## config.mk

```make
export PLATFORM = sky130hd
export DESIGN_NAME = spi_reg_bridge
export DESIGN_NICKNAME = d
export VERILOG_FILES = /design/src/rtl/spi_reg_bridge.sv
export SDC_FILE = /design/constraint.sdc
export NUM_CORES = 1
export LEC_CHECK = 0
export CORE_MARGIN = 5
export CORE_UTILIZATION = 53
export CTS_BUF_LIST = sky130_fd_sc_hd__clkbuf_8 sky130_fd_sc_hd__clkbuf_16
export DETAILED_ROUTE_END_ITERATION = 10
export PLACE_DENSITY = 0.78
export SLEW_MARGIN = 20
export SYNTH_ARGS = -nofsm -noshare
export SYNTH_HDL_FRONTEND = slang
export SYNTH_SLANG_ARGS = --single-unit
```

## constraint.sdc

```tcl
create_clock -name clk -period 2.1 [get_ports clk]
set_input_delay 0.315 -clock clk [delete_from_list [all_inputs] [get_ports clk]]
set_output_delay 0.315 -clock clk [all_outputs]
set_load 0.01 [all_outputs]
```

## src/rtl/spi_reg_bridge.sv

```systemverilog
// SPI mode-0 slave that turns 16-bit serial frames into single-cycle register
// read/write strobes. All SPI pins are oversampled in the clk domain.
`timescale 1ns/1ps
module spi_reg_bridge #(
  parameter int SYNC_STAGES = 2
) (
  input  logic       clk,
  input  logic       rst_n,
  input  logic       sclk,
  input  logic       cs_n,
  input  logic       mosi,
  output logic       miso,
  output logic       read,
  output logic       write,
  output logic [5:0] addr,
  output logic [7:0] data_write,
  input  logic [7:0] data_read
);

  typedef enum logic [2:0] {IDLE, CMD, RREQ, RCAP, RDATA, WDATA, WREQ, DONE} state_t;

  state_t                 state;
  logic [SYNC_STAGES-1:0] sclk_sync, cs_sync, mosi_sync;
  logic                   sclk_p1;
  logic                   sclk_s, cs_n_s, mosi_s, sclk_rise, sclk_fall;
  logic [2:0]             bit_cnt;
  logic [7:0]             rx, tx, rx_next;
  logic                   armed, rd_vld_p1;

  assign sclk_s    = sclk_sync[SYNC_STAGES-1];
  assign cs_n_s    = cs_sync[SYNC_STAGES-1];
  assign mosi_s    = mosi_sync[SYNC_STAGES-1];
  assign sclk_rise = sclk_s & ~sclk_p1;
  assign sclk_fall = ~sclk_s & sclk_p1;
  assign rx_next   = {rx[6:0], mosi_s};

  // cs_n sync resets to 0 so a frame cannot start until cs_n is genuinely seen high
  always_ff @(posedge clk or negedge rst_n) begin
    if (!rst_n) begin
      sclk_sync <= '0;
      cs_sync   <= '0;
      mosi_sync <= '0;
      sclk_p1   <= 1'b0;
    end else begin
      sclk_sync <= {sclk_sync[SYNC_STAGES-2:0], sclk};
      cs_sync   <= {cs_sync[SYNC_STAGES-2:0], cs_n};
      mosi_sync <= {mosi_sync[SYNC_STAGES-2:0], mosi};
      sclk_p1   <= sclk_s;
    end
  end

  always_ff @(posedge clk or negedge rst_n) begin
    if (!rst_n) begin
      state      <= IDLE;
      bit_cnt    <= '0;
      rx         <= '0;
      tx         <= '0;
      armed      <= 1'b0;
      rd_vld_p1  <= 1'b0;
      miso       <= 1'b0;
      read       <= 1'b0;
      write      <= 1'b0;
      addr       <= '0;
      data_write <= '0;
    end else begin
      read      <= 1'b0;
      write     <= 1'b0;
      rd_vld_p1 <= read;
      if (cs_n_s) armed <= 1'b1;
      if (cs_n_s) begin
        state   <= IDLE;
        miso    <= 1'b0;
        bit_cnt <= '0;
      end else begin
        case (state)
          IDLE: if (armed) begin
            state   <= CMD;
            bit_cnt <= '0;
          end
          CMD: if (sclk_rise) begin
            rx      <= rx_next;
            bit_cnt <= bit_cnt + 3'd1;
            if (bit_cnt == 3'd7) begin
              addr  <= rx_next[5:0];
              state <= rx_next[7] ? WDATA : RREQ;
            end
          end
          RREQ: begin
            read  <= 1'b1;
            state <= RCAP;
          end
          // data_read is valid the cycle after the read strobe, tracked by rd_vld_p1
          RCAP: if (rd_vld_p1) begin
            miso    <= data_read[7];
            tx      <= {data_read[6:0], 1'b0};
            bit_cnt <= '0;
            state   <= RDATA;
          end
          // the fall that follows the last command rise is skipped via bit_cnt == 0
          RDATA: begin
            if (sclk_rise) begin
              bit_cnt <= bit_cnt + 3'd1;
              if (bit_cnt == 3'd7) begin
                state <= DONE;
                miso  <= 1'b0;
              end
            end else if (sclk_fall && bit_cnt != 3'd0) begin
              miso <= tx[7];
              tx   <= {tx[6:0], 1'b0};
            end
          end
          WDATA: if (sclk_rise) begin
            rx      <= rx_next;
            bit_cnt <= bit_cnt + 3'd1;
            if (bit_cnt == 3'd7) state <= WREQ;
          end
          WREQ: begin
            data_write <= rx;
            write      <= 1'b1;
            state      <= DONE;
          end
          DONE: ;
          default: state <= IDLE;
        endcase
      end
    end
  end

endmodule

```

**Word level (Yosys, flattened, before mapping)**

Cells that the tools add are included.

- Reduce and logical (&&, ||, !) cells: 16
- Equal/unequal tests: 21
- Bitwise logic cells: 5
- Mux-type cells: 30
- Add/subtract/negate cells: 1

Operators by type and width:

| cell | number |
|---|---|
| $mux W3 | 14 |
| $mux W8 | 3 |
| $ne A3 B3 Y1 const B | 8 |
| $pmux W3 S7 | 1 |
| $pmux W8 S2 | 1 |
| $eq A3 B3 Y1 const B | 4 |
| $reduce_and A4 Y1 | 3 |
| $mux W1 | 9 |
| $pmux W3 S3 | 1 |
| $reduce_and A9 Y1 | 1 |
| $ne A4 B4 Y1 const B | 2 |
| $reduce_bool A8 Y1 | 1 |
| $eq A3 B2 Y1 const B | 2 |
| $ne A2 B2 Y1 const B | 3 |
| $reduce_bool A3 Y1 | 2 |
| $reduce_and A5 Y1 | 1 |
| $reduce_bool A4 Y1 | 1 |
| $add A3 B1 Y3 const B | 1 |
| $eq A3 B1 Y1 const B | 1 |
| $logic_not A3 Y1 | 1 |
| $ne A3 B1 Y1 const B | 1 |
| $not A1 Y1 | 3 |
| $reduce_and A3 Y1 | 1 |
| $reduce_or A3 Y1 | 1 |
| 6 further kinds | 7 |

- Output and inout port bits: 17
- Register bits: 48

**Longest topological paths before layout**

Gate-level depths: netlist of run 1.

- Word-level depth: 7
- Gate-level depth with buffers: 6
- Gate-level depth less buffers: 6

**Worst setup path before layout of run 1**

No wires, ideal clock.

- Kind: register to register
- Start point: register state[0]
- End point: register tx[1]
- Data required time: 1975 ps
- Data arrival time: 1431 ps
- Clock period less this slack: 1556 ps
- Setup slack: 544 ps
- Path buffers: 1
- Cell stages (with the launch flop): 6
- Cells stage by stage: dfrtp_1 -> buf_6 -> nor3b_2 -> nand3_1 -> a21oi_4 -> mux2_2

- Longest elaborated chain between the ends: 3

Ends and longest elaborated chain:

| element | line | RTL |
|---|---|---|
| start: declaration | 22 | `state_t state;` |
| start signal: assignment | 85 | `state <= rx_next[7] ? WDATA : RREQ;` |
| $eq A3 B3 Y1 or $eq A3 B2 Y1 (tied branches) | 75 | `case (state)` |
| $ne A2 B2 Y1 (no line) or $reduce_bool A2 Y1 (tied branches) | -- |  |
| $reduce_and A5 Y1 (no line) | -- |  |
| end signal: assignment | 95 | `tx <= {data_read[6:0], 1'b0};` |
| end signal: assignment | 109 | `tx <= {tx[6:0], 1'b0};` |
| end: declaration | 27 | `logic [7:0] rx, tx, rx_next;` |

Several ways; a longest one is shown, not always the timed one.
A chain may end at the register's enable or synchronous reset.

**Final worst setup path of run 1**

- Start point: register state[1]
- End point: register tx[1]

The elaborated chain is that of the path after synthesis.

==> results of run 1 <==
## routing by layer
layer	routed length, um	up-vias
li1	-	598
met1	1550	621
met2	1850	33
met3	247	6
met4	48	0
met5	0	-
## metrics by stage
stage | hold WS, ns | worst slack (ns)
global placement | 0.332 | 0.393
floorplan | 0.0194 | 0.544
CTS | 0.109 | 0.329
global route | 0.151 | 0.235
detailed placement | 0.339 | 0.336
finish | 0.0728 | 0.315
## cells by family (layout without fill, tap and decap cells)
logic type,after synthesis,in the layout
buf+inv,11,46
compound gates,16,16
flops,47,47
simple gates,32,32
mux,40,40
fa+ha+maj,3,3
## layout make-up
class	count	area [um2]
multi-input combinational	91	822
inverter	5	18.8
clock inverter	3	16.3
timing repair buffer	33	315
tap	48	60.1
fill	297	1270
sequential	47	1180
clock buffer	5	68.8
## cells in the final DEF (no fill, tap or decap), drive strengths merged
master | Yosys | routed
nor4b | 1 | 1
a21o | 1 | 1
nand3 | 4 | 4
nor4 | 2 | 2
and2b | 2 | 2
nor2 | 3 | 3
mux2 | 35 | 35
o31ai | 1 | 1
clkdlybuf4s50 | 0 | 28
a31oi | 1 | 1
mux2i | 5 | 5
o21ai | 2 | 2
a211oi | 1 | 1
nand3b | 2 | 2
clkbuf | 1 | 5
clkinv | 0 | 1
nand2b | 4 | 4
clkinvlp | 0 | 1
a211o | 1 | 1
a22o | 1 | 1
buf | 5 | 5
nor2b | 3 | 3
o21bai | 1 | 1
inv | 5 | 6
nor3 | 1 | 1
or3 | 2 | 2
dfrtp | 47 | 47
or2 | 1 | 1
o22ai | 1 | 1
nand2 | 5 | 5
ha | 3 | 3
nor3b | 2 | 2
a21boi | 2 | 2
a21oi | 4 | 4
## worst max path at each step
stage / startpoint / end / slack (ns) / cells after the start
final: state[1] / tx[1] / 0.32 / 4
after global routing: state[1] / tx[4] / 0.23 / 4
after CTS: state[1] / tx[1] / 0.33 / 4
after detailed placement: state[1] / tx[4] / 0.34 / 4
after global placement: state[1] / tx[5] / 0.39 / 4
after floorplan: state[0] / tx[1] / 0.54 / 5
## power groups by stage
stage	logic, mW	registers, mW	clock network [mW]
3_5_place_dp	0.143	1.03	0
5_1_grt	0.157	1.02	0.571
4_1_cts	0.143	1.01	0.531
3_3_place_gp	0.134	1.02	0
2_1_floorplan	0.0986	1.00	0
6_report	0.139	1.01	0.520
## registers in the layout (all words and copies together) (netlist names), 2 cells and up
register and cells:
mosi_sync 2, tx 7, rx 8, data_write 8
cs_sync 2, addr 6, state 3, bit_cnt 3
sclk_sync 2
==> results by group, run 1 <==
Synthesis
  – Most common flop cell mapped by yosys: dfrtp_1
  – Share of the synthesized area in the top cell type: 0.564
  – Synth Area in Simple Gates: 0.103
  – Count leader, synth: dfrtp_1
  – Combinational family with the most area after synthesis: multiplexers
  – Register area share after synthesis: 0.564
  – Mapped Nets: 165
  – Mapped Avg Cell Area: 14.0 um2
  – Synth Area in Compound Gates: 0.0606
  – Post-synth cell types: 37
  – Area contributors post-synth: dfrtp_1, mux2_2, buf_6, mux2i_1, ha_1
  – Largest area contributor in the netlist: dfrtp_1
  – Post-synth EDFFs: 0
  – Mux contribution to synthesized area: 0.213
  – Yosys reg bits: 47
  – Synth Area in XOR/XNOR: 0
  – Mapped Cells: 149
  – Most frequent cells after synthesis: dfrtp_1, mux2_2, buf_6, mux2i_1, nand2_1
  – Share of synthesized flip-flops with an asynchronous set or reset: 1.00
  – Cell Area, Synth: 2090 um2
  – Yosys warning total: 0
  – Adder-cell area share of the yosys netlist: 0.0180

Setup path
  – CP Launch Type: register
  – R2R depth: 4
  – CP Max Fanout: 15
  – Critical Path AT: 1.98 ns
  – FF-to-FF End: tx[1]
  – WP buf/inv: 0
  – Crit Path Category: register to register
  – R2r setup slk: 0.32 ns
  – Crit end category: register
  – Critical-path top delay cell: dfrtp_1
  – Crit-path cells: nor3b_2, nand3_1, a21oi_4, mux2_2
  – Crit path max-delay family: flip-flops
  – WP data required: 2.29 ns
  – Worst R2R Start: state[1]
  – Max incr delay on CP: 0.56 ns

Power and ir drop
  – PwrDens: 674 nW/um2
  – Sw Ratio: 0.244
  – Clock group share of total power: 0.312
  – Internal: 1.26 mW
  – Net switching power: 0.408 mW
  – Sequential share of power: 0.605
  – Static Leak: 1.13 nW
  – Peak VDD IR: 477 uV
  – Comb power frac: 0.083
  – Tot Pwr: 1.67 mW

Detailed routing
  – Wire per inst: 15.9 um
  – Routed Antenna Nets: 0
  – DRC: 0
  – Via count: 1258
  – Drt first pass iters: 4
  – Vias/cell: 5.42
  – Initial DRC count: 55
  – DRT Wirelength: 3.70 mm

Outcome
  – Status: finished, final reports clean

STA
  – Post-route setup TNS: 0 ns
  – Final Setup Violations: 0
  – Worst slew pin tran: 0.757 ns
  – Setup Skew: 0.0107 ns
  – Rel. slew slack: 0.495
  – Fin. Hold Viols: 0
  – Final worst path period need: 1.78 ns
  – RSZ-0062 raised after global routing: false
  – Maximum clock rate: 560 MHz
  – Final Cycle Share: 0.850
  – Max Slew Vio Count: 0

Placement
  – Dpl cells: 224
  – PortBufs: 29
  – GPL Wtd Cong: 0.816
  – Placed inst area: 2390 um2
  – Final HPWL DP: 2.74 mm

Clocking
  – Post-CTS sizing: 0
  – Setup bufs post-CTS: 0
  – H-tree depth: 2
  – Clock Sinks: 47
  – Root Driver: clkbuf_8
  – CTS tree: built
  – Hold Buf Count CTS: 0
  – Clock Latency Late Sink: 0.30 ns
  – Cts bufs inserted: 5
  – Clock-pin slew of the registers on the worst-case setup and hold paths: 0.09 ns
  – Clk buf depth: 2

Finish
  – Fin cells: 232
  – Ratio of cells with drive above 1 in the final layout: 0.315
  – NumNets Final: 199
  – Cell area after layout: 2480 um2
  – # diodes: 0
  – Area Growth Syn to Fin: 18.7%
  – Fin util: 0.662

Die
  – Die Wd: 72.8 um
  – Die Y-Extent: 72.8 um
  – Die area: 5290 um2
  – Core Region: 3740 um2
  – I/O pins: 30
  – Initial core utilization: 0.557
  – Cell Rows: 22

Min path
  – Hold crit path type: input port to asynchronous set/reset pin

GRT
  – Met2 Resource Use GR: 0.252
  – GRT Total Usage: 0.157
  – First-pass GRT wire length: 6.33 mm
  – Antenna violations before repair: 0
  – Met3 Resource Use GR: 0.0620
  – Largest net degree at the start of global routing: 37
  – Number of global-route vias before repair: 1308
  – Met1 usage: 0.196
  – GRT overflow: 0
  – GRT busiest layer: met2

Job
  – MaxCap Viol Count: 0
(Power assumes the default switching activity.)
==> run 2: changes to the inputs <==
--- a/config.mk
+++ b/config.mk
@@ -6,10 +6,10 @@
 export NUM_CORES = 1
 export LEC_CHECK = 0
 export CORE_MARGIN = 5
-export CORE_UTILIZATION = 53
+export CORE_UTILIZATION = 48
 export CTS_BUF_LIST = sky130_fd_sc_hd__clkbuf_8 sky130_fd_sc_hd__clkbuf_16
 export DETAILED_ROUTE_END_ITERATION = 10
-export PLACE_DENSITY = 0.78
+export PLACE_DENSITY = 0.75
 export SLEW_MARGIN = 20
 export SYNTH_ARGS = -nofsm -noshare
 export SYNTH_HDL_FRONTEND = slang
==> constraint.sdc (replaced) <==
create_clock -name clk -period 1.63 [get_ports clk]
set_input_delay 0.2445 -clock clk [delete_from_list [all_inputs] [get_ports clk]]
set_output_delay 0.2445 -clock clk [all_outputs]
set_load 0.01 [all_outputs]
==> run 2 against run 1 <==
Net effect: the run now ends with setup timing left; die area increased by 9.0%; clock skew shrank 0.0062 ns; sequential cell count did not move; power rose by 35%; design area grew 4.5%; core utilization fell by 5.9 points; via count is 1.9% higher; count of clock-buffer cells in the layout rose by 2; critical path type unchanged; critical endpoint is now tx[4]; largest cell class unchanged; highest routed layer unchanged.
==> results by group, run 2 (synthesis results as in run 1) <==
Power and ir drop
  – Static Leak: 1.17 nW
  – PwrDens: 869 nW/um2
  – Peak VDD IR: 609 uV
  – Tot Pwr: 2.25 mW

Detailed routing
  – Met1 wire length: 1.65 mm
  – Routed length on met3: 208 um
  – Routed Antenna Nets: 0
  – Drt first pass iters: 4
  – Via count: 1282
  – WL met2: 1.91 mm
  – DRC: 0
  – Initial DRC count: 60
  – DRT Wirelength: 3.83 mm
  – Wire per inst: 15.8 um
  – Vias/cell: 5.30
  – Top layer reached by signal wires: met4

STA
  – Final hold slack: 0.0163 ns
  – Final Setup Violations: 3
  – Setup ws final: -0.00781 ns
  – Worst slew pin tran: 0.570 ns
  – Final worst path period need: 1.64 ns
  – Fin. Hold Viols: 0
  – Max Slew Vio Count: 0
  – Rel. slew slack: 0.620
  – RSZ-0062 raised after global routing: true
  – Setup Skew: 0.00454 ns
  – Final Cycle Share: 1.00
  – Maximum clock rate: 611 MHz

Clocking
  – Clock-pin slew of the registers on the worst-case setup and hold paths: 0.08 ns
  – CTS tree: built
  – Clock Sinks: 47
  – Root Driver: clkbuf_8
  – Clk buf depth: 2
  – Cts bufs inserted: 5
  – Clock Latency Late Sink: 0.30 ns
  – Setup bufs post-CTS: 0
  – H-tree depth: 2
  – Hold Buf Count CTS: 0

GRT
  – GRT overflow: 0
  – Number of global-route vias before repair: 1441
  – Largest net degree at the start of global routing: 48
  – First-pass GRT wire length: 6.58 mm
  – GRT Total Usage: 0.139
  – Antenna violations before repair: 0

Setup path
  – Max incr delay on CP: 0.37 ns
  – WP data required: 1.81 ns
  – Crit end category: register
  – CP Launch Type: register
  – Crit path max-delay family: multiplexers
  – Crit Path Category: register to register
  – CP Max Fanout: 7
  – WP buf/inv: 1
  – Critical-path top delay cell: mux2_2
  – Critical Path AT: 1.82 ns
  – Crit-path cells: inv_1, ha_1, nand2b_1, nand3_2, a21oi_4, mux2_2

Die
  – Die area: 5770 um2
  – Initial core utilization: 0.486
  – Die Y-Extent: 75.9 um
  – Core Region: 4290 um2
  – I/O pins: 30
  – Die Wd: 75.9 um
  – Cell Rows: 24

Finish
  – Commonest cells after routing, fill and taps aside: dfrtp_1, mux2_2, clkdlybuf4s50_1
  – Largest registers: data_write x8, rx x8, tx x7
  – Commonest non-fill, non-tap cell in the layout: dfrtp_1
  – Fin util: 0.603
  – Ratio of cells with drive above 1 in the final layout: 0.363
  – Area Growth Syn to Fin: 24.1%
  – Cell area after layout: 2590 um2
  – NumNets Final: 205
  – # diodes: 0

Job
  – MaxCap Viol Count: 0

Min path
  – Hold crit path type: input port to asynchronous set/reset pin

Placement
  – Pre-CTS setup slack: -0.104 ns
  – Placed inst area: 2440 um2
  – Final HPWL DP: 2.63 mm
  – PortBufs: 29
  – GPL Wtd Cong: 0.831

Outcome
  – Status: finished with violations
  – Violated checks: setup timing
[run 2: per-layer routing]
layer	GRT usage	up-vias
li1	-	603
met1	0.172	633
met2	0.221	38
met3	0.0509	8
met4	0.0516	0
met5	0	-
[run 2: final timing paths]
kind / startpoint / to / depth (start not counted) / slack [ns]
max in group asynchronous: rst_n / state[0] / 2 / 1.19
worst min-delay path: rst_n / miso / 2 / 0.02
worst max-delay path: bit_cnt[0] / tx[4] / 6 / -0.008
min in group clk: mosi_sync[0] / mosi_sync[1] / 0 / 0.35
worst max register to register: bit_cnt[0] / tx[4] / 6 / -0.008
worst min register to register: mosi_sync[0] / mosi_sync[1] / 0 / 0.35
[run 2: through the flow]
step | TNS, ns | cells
final | -0.0160 | 242
after floorplan | 0 | 149
after global placement | 0 | 234
after detailed placement | -0.589 | 234
after CTS | 0 | 242
after global routing | -0.0925 | 242
[run 2: report_power, final]
group / switching (mW) / internal [mW]
Clock: 0.370 / 0.385
Sequential: 0.0632 / 1.23
Combinational: 0.0907 / 0.110
[run 2: layout make-up]
type                            instances  area [um2]
Clock inverter                          1        7.51
Inverter                                5        18.8
Tap cell                               52        65.1
Sequential cell                        47        1180
Fill cell                             343        1700
Multi-Input combinational cell         91         861
Clock buffer                            7        96.3
Timing Repair Buffer                   39         364
[run 2: timing repair]
item,4_1_cts,5_1_grt
setup endpoints to repair,10,14
endpoints found under the hold margin,0,0
pin swaps,2,3
gates resized for setup,4,5
